File: config.mk
export PLATFORM = sky130hd
export DESIGN_NAME = issue_scoreboard
export DESIGN_NICKNAME = d
export VERILOG_FILES = /design/src/rtl/issue_scoreboard.sv
export SDC_FILE = /design/constraint.sdc
export NUM_CORES = 1
export LEC_CHECK = 0
export ABC_AREA = 1
export ABC_CLOCK_PERIOD_IN_PS = 3900
export BUFFER_PORTS_ARGS = -buffer_cell sky130_fd_sc_hd__clkbuf_2
export CAP_MARGIN = 15
export CORE_ASPECT_RATIO = 0.7
export CORE_MARGIN = 2
export CORE_UTILIZATION = 40
export DETAILED_ROUTE_END_ITERATION = 7
export GPL_TIMING_DRIVEN = 1
export SETUP_SLACK_MARGIN = 0.4
export SLEW_MARGIN = 0
export SYNTH_ARGS = -nofsm -noshare
export SYNTH_HDL_FRONTEND = slang
export SYNTH_SLANG_ARGS = --single-unit
File: constraint.sdc
create_clock -name clk -period 3.9 [get_ports clk]
set_clock_uncertainty 0.2 [all_clocks]
set_input_delay 0.585 -clock clk [delete_from_list [all_inputs] [get_ports clk]]
set_output_delay 0.585 -clock clk [all_outputs]
set_load 0.02 [all_outputs]
File: src/rtl/issue_scoreboard.sv
// issue_scoreboard
//
// Register scoreboard sitting between decode and register read. It tracks
// which architectural registers have a write in flight (busy bits), blocks
// any decoded instruction that would read or overwrite a busy register
// (RAW / WAW), and presents accepted instructions downstream through a
// single-entry valid/ready output register.
//
// Register 31 is the zero register: it is never marked busy, so reads and
// writes of it never stall.
//
// Build option:
//   SCOREBOARD_WB_BYPASS_EN  when defined, a writeback in the current cycle
//                            masks its busy bit out of the hazard check so a
//                            waiting instruction issues in the same cycle as
//                            the writeback. When undefined, only the
//                            registered busy bits are used and the waiting
//                            instruction issues one cycle later.
//
// Ports:
//   clk, reset_n                    clock, async active-low reset
//   in_valid / in_ready             decode-side handshake (in_ready is
//                                   independent of in_valid)
//   in_readAddr1/2, in_writeAddr    source / destination register numbers
//   in_uses1/2, in_regWrite         which of those fields are live
//   wb_valid, wb_addr               writeback completion, clears busy bit
//   out_valid / out_ready           handshake to register read/write stage
//   out_readAddr1/2, out_writeAddr,
//   out_regWrite                    registered copy of issued instruction
//   stall_count                     saturating count of cycles with
//                                   in_valid & !in_ready

module issue_scoreboard #(
    parameter int STALL_CNT_W = 16
) (
    input  logic                   clk,
    input  logic                   reset_n,
    input  logic                   in_valid,
    output logic                   in_ready,
    input  logic [4:0]             in_readAddr1,
    input  logic [4:0]             in_readAddr2,
    input  logic [4:0]             in_writeAddr,
    input  logic                   in_uses1,
    input  logic                   in_uses2,
    input  logic                   in_regWrite,
    input  logic                   wb_valid,
    input  logic [4:0]             wb_addr,
    output logic                   out_valid,
    input  logic                   out_ready,
    output logic [4:0]             out_readAddr1,
    output logic [4:0]             out_readAddr2,
    output logic [4:0]             out_writeAddr,
    output logic                   out_regWrite,
    output logic [STALL_CNT_W-1:0] stall_count
);

    localparam logic [4:0] XZR = 5'd31;
    localparam logic [STALL_CNT_W-1:0] STALL_MAX = '1;

    logic [31:0]            busy_q, busy_d;
    logic [31:0]            wb_mask;
    logic [31:0]            busy_eff;
    logic                   hazard;
    logic                   accept;

    logic                   out_valid_q, out_valid_d;
    logic [4:0]             out_ra1_q, out_ra1_d;
    logic [4:0]             out_ra2_q, out_ra2_d;
    logic [4:0]             out_wa_q, out_wa_d;
    logic                   out_rw_q, out_rw_d;
    logic [STALL_CNT_W-1:0] stall_q, stall_d;

    assign wb_mask = wb_valid ? (32'd1 << wb_addr) : 32'd0;

`ifdef SCOREBOARD_WB_BYPASS_EN
    assign busy_eff = busy_q & ~wb_mask;
`else
    assign busy_eff = busy_q;
`endif

    assign hazard = (in_uses1    & busy_eff[in_readAddr1])
                  | (in_uses2    & busy_eff[in_readAddr2])
                  | (in_regWrite & busy_eff[in_writeAddr]);

    assign in_ready = !hazard && (!out_valid_q || out_ready);
    assign accept   = in_valid && in_ready;

    // Clear first, then set: a same-cycle set and clear of one register
    // leaves it busy, since the new writer is still outstanding.
    always_comb begin
        busy_d = busy_q & ~wb_mask;
        if (accept && in_regWrite && (in_writeAddr != XZR)) begin
            busy_d[in_writeAddr] = 1'b1;
        end
        busy_d[31] = 1'b0;
    end

    // Fields hold after the downstream handshake drains; only out_valid drops.
    always_comb begin
        out_valid_d = out_valid_q;
        out_ra1_d   = out_ra1_q;
        out_ra2_d   = out_ra2_q;
        out_wa_d    = out_wa_q;
        out_rw_d    = out_rw_q;
        if (accept) begin
            out_valid_d = 1'b1;
            out_ra1_d   = in_readAddr1;
            out_ra2_d   = in_readAddr2;
            out_wa_d    = in_writeAddr;
            out_rw_d    = in_regWrite;
        end else if (out_ready) begin
            out_valid_d = 1'b0;
        end
    end

    always_comb begin
        stall_d = stall_q;
        if (in_valid && !in_ready && (stall_q != STALL_MAX)) begin
            stall_d = stall_q + {{(STALL_CNT_W-1){1'b0}}, 1'b1};
        end
    end

    always_ff @(posedge clk or negedge reset_n) begin
        if (!reset_n) begin
            busy_q      <= '0;
            out_valid_q <= 1'b0;
            out_ra1_q   <= '0;
            out_ra2_q   <= '0;
            out_wa_q    <= '0;
            out_rw_q    <= 1'b0;
            stall_q     <= '0;
        end else begin
            busy_q      <= busy_d;
            out_valid_q <= out_valid_d;
            out_ra1_q   <= out_ra1_d;
            out_ra2_q   <= out_ra2_d;
            out_wa_q    <= out_wa_d;
            out_rw_q    <= out_rw_d;
            stall_q     <= stall_d;
        end
    end

    assign out_valid     = out_valid_q;
    assign out_readAddr1 = out_ra1_q;
    assign out_readAddr2 = out_ra2_q;
    assign out_writeAddr = out_wa_q;
    assign out_regWrite  = out_rw_q;
    assign stall_count   = stall_q;

endmodule
==> flow_metrics.tcl, run 1 <==
set metrics [dict create \
    status "finished, final reports clean" \
    yosysWarnings 0 \
    clock.fmax_mhz 310 \
    core_area_mm2 0.0103 \
    place_area_mm2 0.00457 \
    drv_cap 0 \
    n_fill_cell 1091 \
    critPathKind "input pin to output pin" \
    hold_path_depth 2 \
    routed_wl_mm 13.2 \
    drc 0 \
    holdPathEnd "out_valid" \
    ys_seq_elements 64 \
    synth_top_area_frac 0.378 \
    detail_route.wl_per_cell_um 15.8 \
    end_kind "output pin" \
    grt_first_pass_wirelength_mm 21.5 \
    r2r-start "stall_count[0]" \
    required_ns 3.12 \
    vias 4398 \
    clock-root-buffer "clkbuf_16" \
    min-delay-start "out_ready" \
    dr.pass1.iters 5 \
    finalSetupViolations 0 \
    die_h_um 90.1 \
    dp_cells 818 \
    final_core_util 0.477 \
    grt_pass1_vias 3948 \
    design_area_mm2 0.00492 \
    arrival_ns 2.44 \
    crit_path_max_fanout 20 \
    layout_common_cells "nand2_1, nand3_1, dfrtp_1, inv_1, clkbuf_2" \
    synth_top_cells_by_area "dfrtp_1, nand2_1, nand3_1, o21ai_0, inv_1" \
    r2r_end "stall_count[2]" \
    rr_worst_depth 9 \
    postRouteAntennaNets 0 \
    place.gp.congestion 0.907 \
    grt_max_degree 42 \
    cts.sinks 64 \
    insertion_delay_ns 0.33 \
    globalRouteTotalUtil 0.240 \
    min_path_type "input pin to flop" \
    yosys.area.top_type "dfrtp_1" \
    cts_setup_buffers 0 \
    cts_tree "yes" \
    layout-drive-gt1-share 0.131 \
    layout.cells.non_filler 836 \
    path_clk_slew_ns 0.05 \
    power_density_mw_per_mm2 469 \
    overflow 0 \
    avgSynthCellArea_um2 6.53 \
    synthCells 649 \
    mostFrequentLayoutCell "nand2_1" \
    worstSetupStartpointType "input pin" \
    drv_slew 0 \
    antenna_cells 0 \
    period_minus_slack_ns 3.22 \
    r2r_setup_slack_ns 1.18 \
    synthDistinctLibCells 26 \
    dp_hpwl_mm 10.1 \
    die_area_mm2 0.0115 \
    area_growth_pct 16.0 \
    clockBufferDepth 2 \
    ys_seq_area_frac 0.378 \
    drtIter0Drc 514 \
    tightest_slew_ns 0.707 \
    slew_headroom 0.527 \
    rsz0062_at_grt "false" \
    ios 62 \
    die_w_um 127 \
    ir_drop_uv 230 \
    synthesis.nets 678 \
    h-tree-depth 3 \
    cts_buffers 9 \
    p_leak_nw 2.52 \
    io_buffers 61 \
    mappedNetlistArea_mm2 0.00424 \
    final_hold_viol_count 0 \
    initial_core_util 0.411 \
    nets 728 \
    rows 31 \
    setup_tns_ns 0 \
    antenna_found_initial 0 \
    viasPerCell 5.26 \
    holdWs_ns 0.246 \
    fin_crit_sh 0.827 \
]
==> per-layer routing <==
layer	up-vias	track usage	share of wire
li1	2183	-	-
met1	2058	0.385	0.50
met2	145	0.319	0.39
met3	12	0.0583	0.092
met4	0	0.0559	0.011
met5	-	0	0
==> cell families after synthesis <==
| family | after synthesis | synth area share |
|---|---|---|
| and+or+nand+nor | 421 | 0.426 |
| buffers and inverters | 94 | 0.0980 |
| DFF | 64 | 0.378 |
| AOI/OAI and AO/OA | 55 | 0.0664 |
| xor gates and xnor gates | 14 | 0.0289 |
| adders and majority gates | 1 | 0.00295 |
==> state kept, by name (all words and copies together) (netlist names) <==
| signal | cells |
|---|---|
| out_writeAddr | 5 |
| out_valid | 1 |
| out_readAddr1 | 5 |
| busy_eff | 31 |
| out_regWrite | 1 |
| stall_count | 16 |
| out_readAddr2 | 5 |
==> worst max-delay path, stage by stage <==
cell      delay (ns)
buf_2           0.29
inv_2           0.21
nand2_1         0.10
nand2_1         0.05
nand2_1         0.05
nand2_1         0.07
nand2_1         0.06
nand2_1         0.05
nor2_1          0.10
nand2_1         0.09
a21oi_2         0.18
and2_1          0.16
nand2_2         0.18
inv_1           0.10
clkbuf_2        0.16
==> cells in the mapped netlist (all sizes together) <==
library cell    n
ha              1
xnor2           4
xor2           10
o211ai          1
and2            1
inv            65
dfrtp          64
nor3           19
clkinv          2
nand2         248
nand4           9
o21ai          53
clkbuf         10
nand3         110
a21oi           1
buf            17
nor2           32
nor4            2
==> how the worst max path moves through the flow <==
stage	startpoint	end	slack [ns]	depth (start not counted)
final	in_writeAddr[0]	in_ready	0.68	15
after global routing	in_writeAddr[0]	in_ready	0.41	15
after CTS	in_writeAddr[0]	in_ready	0.63	15
after detailed placement	in_writeAddr[0]	stall_count[2]	0.62	16
after global placement	in_writeAddr[0]	in_ready	0.70	15
after floorplan	in_readAddr2[0]	in_ready	1.16	14
==> final cells by class <==
| type | count | area (um2) | area share |
|---|---|---|---|
| clock inverters | 4 | 51.3 | 0.0104 |
| well taps | 132 | 165 | 0.0336 |
| clock buffers | 12 | 267 | 0.0542 |
| repair buffers | 66 | 358 | 0.0728 |
| flip-flops and latches | 64 | 1600 | 0.326 |
| inverters | 67 | 251 | 0.0511 |
| multi-input cells | 491 | 2220 | 0.452 |
==> power by group <==
group          total, mW  internal, mW  leakage [nW]  switching [mW]
registers          0.909         0.772         0.846           0.137
logic              0.545         0.178          1.51           0.367
clock network      0.853         0.547         0.155           0.306
total               2.31          1.50          2.52           0.810
==> stage by stage <==
step | setup WS (ns) | total power, mW
floorplan | 1.16 | 1.24
global placement | 0.698 | 1.45
detailed placement | 0.617 | 1.46
CTS | 0.634 | 2.31
global route | 0.414 | 2.43
finish | 0.676 | 2.31
==> what timing repair did <==
action | 4_1_cts | 5_1_grt
hold buffers | 0 | 1
hold endpoints to repair | 0 | 9
endpoints found under the setup margin | 0 | 1
resized for setup | 0 | 1
No activity file was read; power rests on OpenSTA's default activity.
==> run 2, diff against run 1 <==
--- a/config.mk
+++ b/config.mk
@@ -6,7 +6,7 @@
 export NUM_CORES = 1
 export LEC_CHECK = 0
 export ABC_AREA = 1
-export ABC_CLOCK_PERIOD_IN_PS = 3900
+export ABC_CLOCK_PERIOD_IN_PS = 2900
 export BUFFER_PORTS_ARGS = -buffer_cell sky130_fd_sc_hd__clkbuf_2
 export CAP_MARGIN = 15
 export CORE_ASPECT_RATIO = 0.7
==> constraint.sdc (replaced) <==
create_clock -name clk -period 2.9 [get_ports clk]
set_clock_uncertainty 0.2 [all_clocks]
set_input_delay 0.435 -clock clk [delete_from_list [all_inputs] [get_ports clk]]
set_output_delay 0.435 -clock clk [all_outputs]
set_load 0.02 [all_outputs]
==> flow_metrics.tcl, run 2 (same netlist as run 1, synthesis figures left out) <==
set metrics [dict create \
    register_area_mm2 0.00162 \
    h-tree-depth 3 \
    io_buffers 61 \
    clock.fmax_mhz 388 \
    drc 0 \
    min_path_type "input pin to flop" \
    layout.cells.non_filler 874 \
    grt_max_degree 65 \
    layout_common_cells "nand2_1, nand3_1, clkbuf_2, inv_1, dfrtp_1" \
    final_core_util 0.524 \
    cts.sinks 64 \
    cts_tree "yes" \
    fin_crit_sh 0.888 \
    viasPerCell 5.30 \
    die_w_um 127 \
    worstSetupStartpointType "flop" \
    slew_headroom 0.484 \
    p_leak_nw 2.73 \
    drv_slew 0 \
    mostFrequentLayoutCell "nand2_1" \
    crit_path_max_fanout 15 \
    end_kind "flop" \
    arrival_ns 2.64 \
    critPathKind "flop to flop" \
    die_h_um 90.1 \
    dp_hpwl_mm 9.94 \
    rsz0062_at_grt "true" \
    grt_first_pass_wirelength_mm 21.5 \
    dp_cells 831 \
    rows 31 \
    detail_route.wl_per_cell_um 15.9 \
    globalRouteTotalUtil 0.240 \
    place.gp.congestion 0.896 \
    path_clk_slew_ns 0.05 \
    die_area_mm2 0.0115 \
    dr.pass1.iters 6 \
    tightest_slew_ns 0.771 \
    period_minus_slack_ns 2.58 \
    clock-root-buffer "clkbuf_16" \
    routed_wl_mm 13.9 \
    ir_drop_uv 276 \
    largest_reg_flops 31 \
    drv_cap 0 \
    initial_core_util 0.411 \
    vias 4633 \
    overflow 0 \
    area_growth_pct 27.4 \
    setup_tns_ns 0 \
    holdWs_ns 0.103 \
    final_hold_viol_count 0 \
    clockBufferDepth 2 \
    antenna_cells 0 \
    antenna_found_initial 0 \
    power_density_mw_per_mm2 584 \
    grt_pass1_vias 3946 \
    cts_buffers 9 \
    drtIter0Drc 551 \
    power_mw 3.16 \
    insertion_delay_ns 0.34 \
    nets 766 \
    layout-drive-gt1-share 0.224 \
    multi_input_area_mm2 0.00230 \
    required_ns 2.97 \
    ios 62 \
    core_area_mm2 0.0103 \
    finalSetupViolations 0 \
    status "finished, final reports clean" \
    n_fill_cell 1013 \
    postRouteAntennaNets 0 \
]
-- run 2: path summary, 6_finish.rpt --
check	start	to	slack (ns)	depth (start not counted)
setup / recovery	busy_eff[22]	busy_eff[3]	0.32	18
hold / removal	out_ready	out_valid	0.10	2
setup reg to reg	busy_eff[22]	busy_eff[3]	0.32	18
hold reg to reg	out_readAddr2[0]	out_readAddr2[0]	0.29	2
max in group asynchronous	reset_n	busy_eff[1]	1.74	3
min in group asynchronous	reset_n	out_readAddr1[4]	0.45	3
-- run 2: what timing repair did --
action / CTS / global route
resized for setup: 15 / 42
endpoints found under the setup margin: 1 / 47
buffers inserted: 5 / 16
pin swaps: 3 / 7
hold buffers: 1 / 0
cloned: 0 / 5
hold endpoints to repair: 64 / 0
-- run 2: layout make-up --
cell class                      count  share of cell area
Tap cell                          132              0.0306
Timing Repair Buffer              104               0.144
Clock buffer                       10              0.0442
Sequential cell                    64               0.300
Clock inverter                      6             0.00810
Inverter                           67              0.0472
Multi-Input combinational cell    491               0.425
-- run 2: per-layer routing --
layer / vias to the layer above / GRT usage / share of wire
met5: - / 0 / 0
met4: 0 / 0.0577 / 0.0085
met3: 15 / 0.0792 / 0.092
met2: 216 / 0.307 / 0.40
met1: 2141 / 0.381 / 0.50
li1: 2261 / - / -
-- run 2: report_power, final --
group	switching, mW	internal, mW	total [mW]
registers	0.186	1.04	1.23
clock network	0.423	0.604	1.03
logic	0.543	0.355	0.898
-- run 2: worst max-delay path, stage by stage (launching register included) --
cell and delay (ns):
dfrtp_2 0.47, nand2_1 0.09, nand2_1 0.05, nand2_1 0.05, nand2_1 0.05, nand2_1 0.05, nand2_1 0.06, nor2_2 0.10
nand2_1 0.08, a21oi_2 0.16, buf_4 0.14, buf_6 0.08, buf_6 0.08, buf_6 0.09, nand4_4 0.10, nor2_4 0.24
clkbuf_16 0.23, nand3_1 0.08, nand2_1 0.09
-- run 2: per-stage QoR --
stage | worst slack [ns] | instance area, um2
6_report | 0.324 | 5400
5_1_grt | 0.185 | 5400
4_1_cts | 0.360 | 5050
3_5_place_dp | 0.193 | 4690
3_3_place_gp | 0.235 | 4690
2_1_floorplan | 0.455 | 4240
==> run 3, diff against run 2 <==
--- a/config.mk
+++ b/config.mk
@@ -9,7 +9,7 @@
 export ABC_CLOCK_PERIOD_IN_PS = 2900
 export BUFFER_PORTS_ARGS = -buffer_cell sky130_fd_sc_hd__clkbuf_2
 export CAP_MARGIN = 15
-export CORE_ASPECT_RATIO = 0.7
+export CORE_ASPECT_RATIO = 0.6
 export CORE_MARGIN = 2
 export CORE_UTILIZATION = 40
 export DETAILED_ROUTE_END_ITERATION = 7
==> flow_metrics.tcl, run 3 (same netlist as run 1, synthesis figures left out) <==
set metrics [dict create \
    finalSetupViolations 0 \
    area_growth_pct 24.4 \
    drtIter0Drc 488 \
    postRouteAntennaNets 0 \
    arrival_ns 2.00 \
    h-tree-depth 3 \
    drc 0 \
    cts_tree "yes" \
    globalRouteTotalUtil 0.263 \
    required_ns 2.27 \
    power_density_mw_per_mm2 597 \
    insertion_delay_ns 0.34 \
    io_buffers 61 \
    worstSetupStartpointType "flop" \
    critPathKind "flop to output pin" \
    clockBufferDepth 2 \
    r2r_setup_slack_ns 0.58 \
    hold_path_depth 2 \
    antenna_found_initial 0 \
    end_kind "output pin" \
    place.gp.congestion 0.942 \
    cts_buffers 9 \
    tightest_slew_ns 0.654 \
    setup_ws_ns 0.267 \
    overflow 0 \
    ir_drop_uv 360 \
    final_hold_viol_count 0 \
    path_clk_slew_ns 0.06 \
    viasPerCell 5.32 \
    rsz0062_at_grt "true" \
    dr.pass1.iters 6 \
    clock.fmax_mhz 380 \
    core_area_mm2 0.0105 \
    nets 770 \
    vias 4705 \
    power_mw 3.15 \
    grt_pass1_vias 4192 \
    clock-root-buffer "clkbuf_16" \
    rows 29 \
    min-delay-start "out_ready" \
    met3_wirelength_mm 1.57 \
    ios 62 \
    min_path_type "input pin to flop" \
    top_layer_used "met4" \
    drv_slew 0 \
    place_ws_ns 0.245 \
    slew_headroom 0.563 \
    m1WireLength_mm 7.30 \
    die_w_um 137 \
    dr_wl_met2_mm 5.82 \
    holdPathEnd "out_valid" \
    largest_reg_flops 31 \
    die_h_um 83.8 \
    die_area_mm2 0.0115 \
    rr_worst_depth 10 \
    startpoint "busy_eff[25]" \
    p_leak_nw 2.69 \
    period_minus_slack_ns 2.63 \
    drv_cap 0 \
    setup_tns_ns 0 \
    fin_crit_sh 0.908 \
    antenna_cells 0 \
    r2r_end "stall_count[6]" \
    grt_first_pass_wirelength_mm 23.2 \
    initial_core_util 0.406 \
    dp_hpwl_mm 11.0 \
    layout_common_cells "nand2_1, nand3_1, clkbuf_2, inv_1, o21ai_0" \
    crit_path_max_fanout 4 \
    r2r-start "stall_count[0]" \
    detail_route.wl_per_cell_um 16.7 \
    layout-drive-gt1-share 0.216 \
    cts.sinks 64 \
    status "finished, final reports clean" \
    mostFrequentLayoutCell "nand2_1" \
    routed_wl_mm 14.8 \
    grt_max_degree 34 \
]
run 3: where the power goes:
| part | internal [mW] | switching [mW] |
|---|---|---|
| clock network | 0.625 | 0.413 |
| logic | 0.333 | 0.563 |
| registers | 1.05 | 0.168 |
| total | 2.00 | 1.14 |
run 3: timing repair:
item | 4_1_cts | 5_1_grt
pin swaps | 5 | 4
buffers inserted | 19 | 7
endpoints found under the setup margin | 1 | 17
hold endpoints to repair | 16 | 0
gates resized for setup | 22 | 12
hold buffers | 1 | 0
run 3: worst max-delay path by stage:
stage          slack (ns)       end  cells after the start
2_1_floorplan        0.46  in_ready                     14
3_3_place_gp         0.25  in_ready                     12
3_5_place_dp         0.24  in_ready                     15
4_1_cts              0.29  in_ready                     13
5_1_grt              0.18  in_ready                     15
6_report             0.27  in_ready                     13
run 3: critical path, stage by stage (launching register included):
cell     delay (ns)
dfrtp_1        0.46
nand2_1        0.09
nand2_1        0.05
nand2_1        0.06
nand2_1        0.06
nand2_1        0.05
nand2_1        0.06
nor2_1         0.11
nand2_1        0.11
a21oi_2        0.21
and2_4         0.19
nand2_4        0.06
inv_2          0.07
buf_8          0.10
run 3: final cells by class:
cell class / count / area (um2)
clock buffer: 12 / 256
clock inverter: 4 / 28.8
fill: 1070 / 5170
inverter: 67 / 258
multi-input combinational: 491 / 2250
sequential: 64 / 1620
tap: 139 / 174
timing repair buffer: 108 / 686
run 3: metrics by stage:
step,util,std cells,hold WS (ns),area (um2)
after floorplan,-,649,-0.0606,4240
after global placement,0.452,842,0.187,4720
after detailed placement,0.452,842,0.195,4720
after CTS,0.497,878,0.0935,5190
after global routing,0.505,885,0.114,5280
final,0.505,885,0.0960,5280
run 3: layer usage:
layer | track usage | up-vias
li1 | - | 2265
met3 | 0.0905 | 12
met2 | 0.345 | 234
met4 | 0.0487 | 0
met5 | 0 | -
met1 | 0.411 | 2194
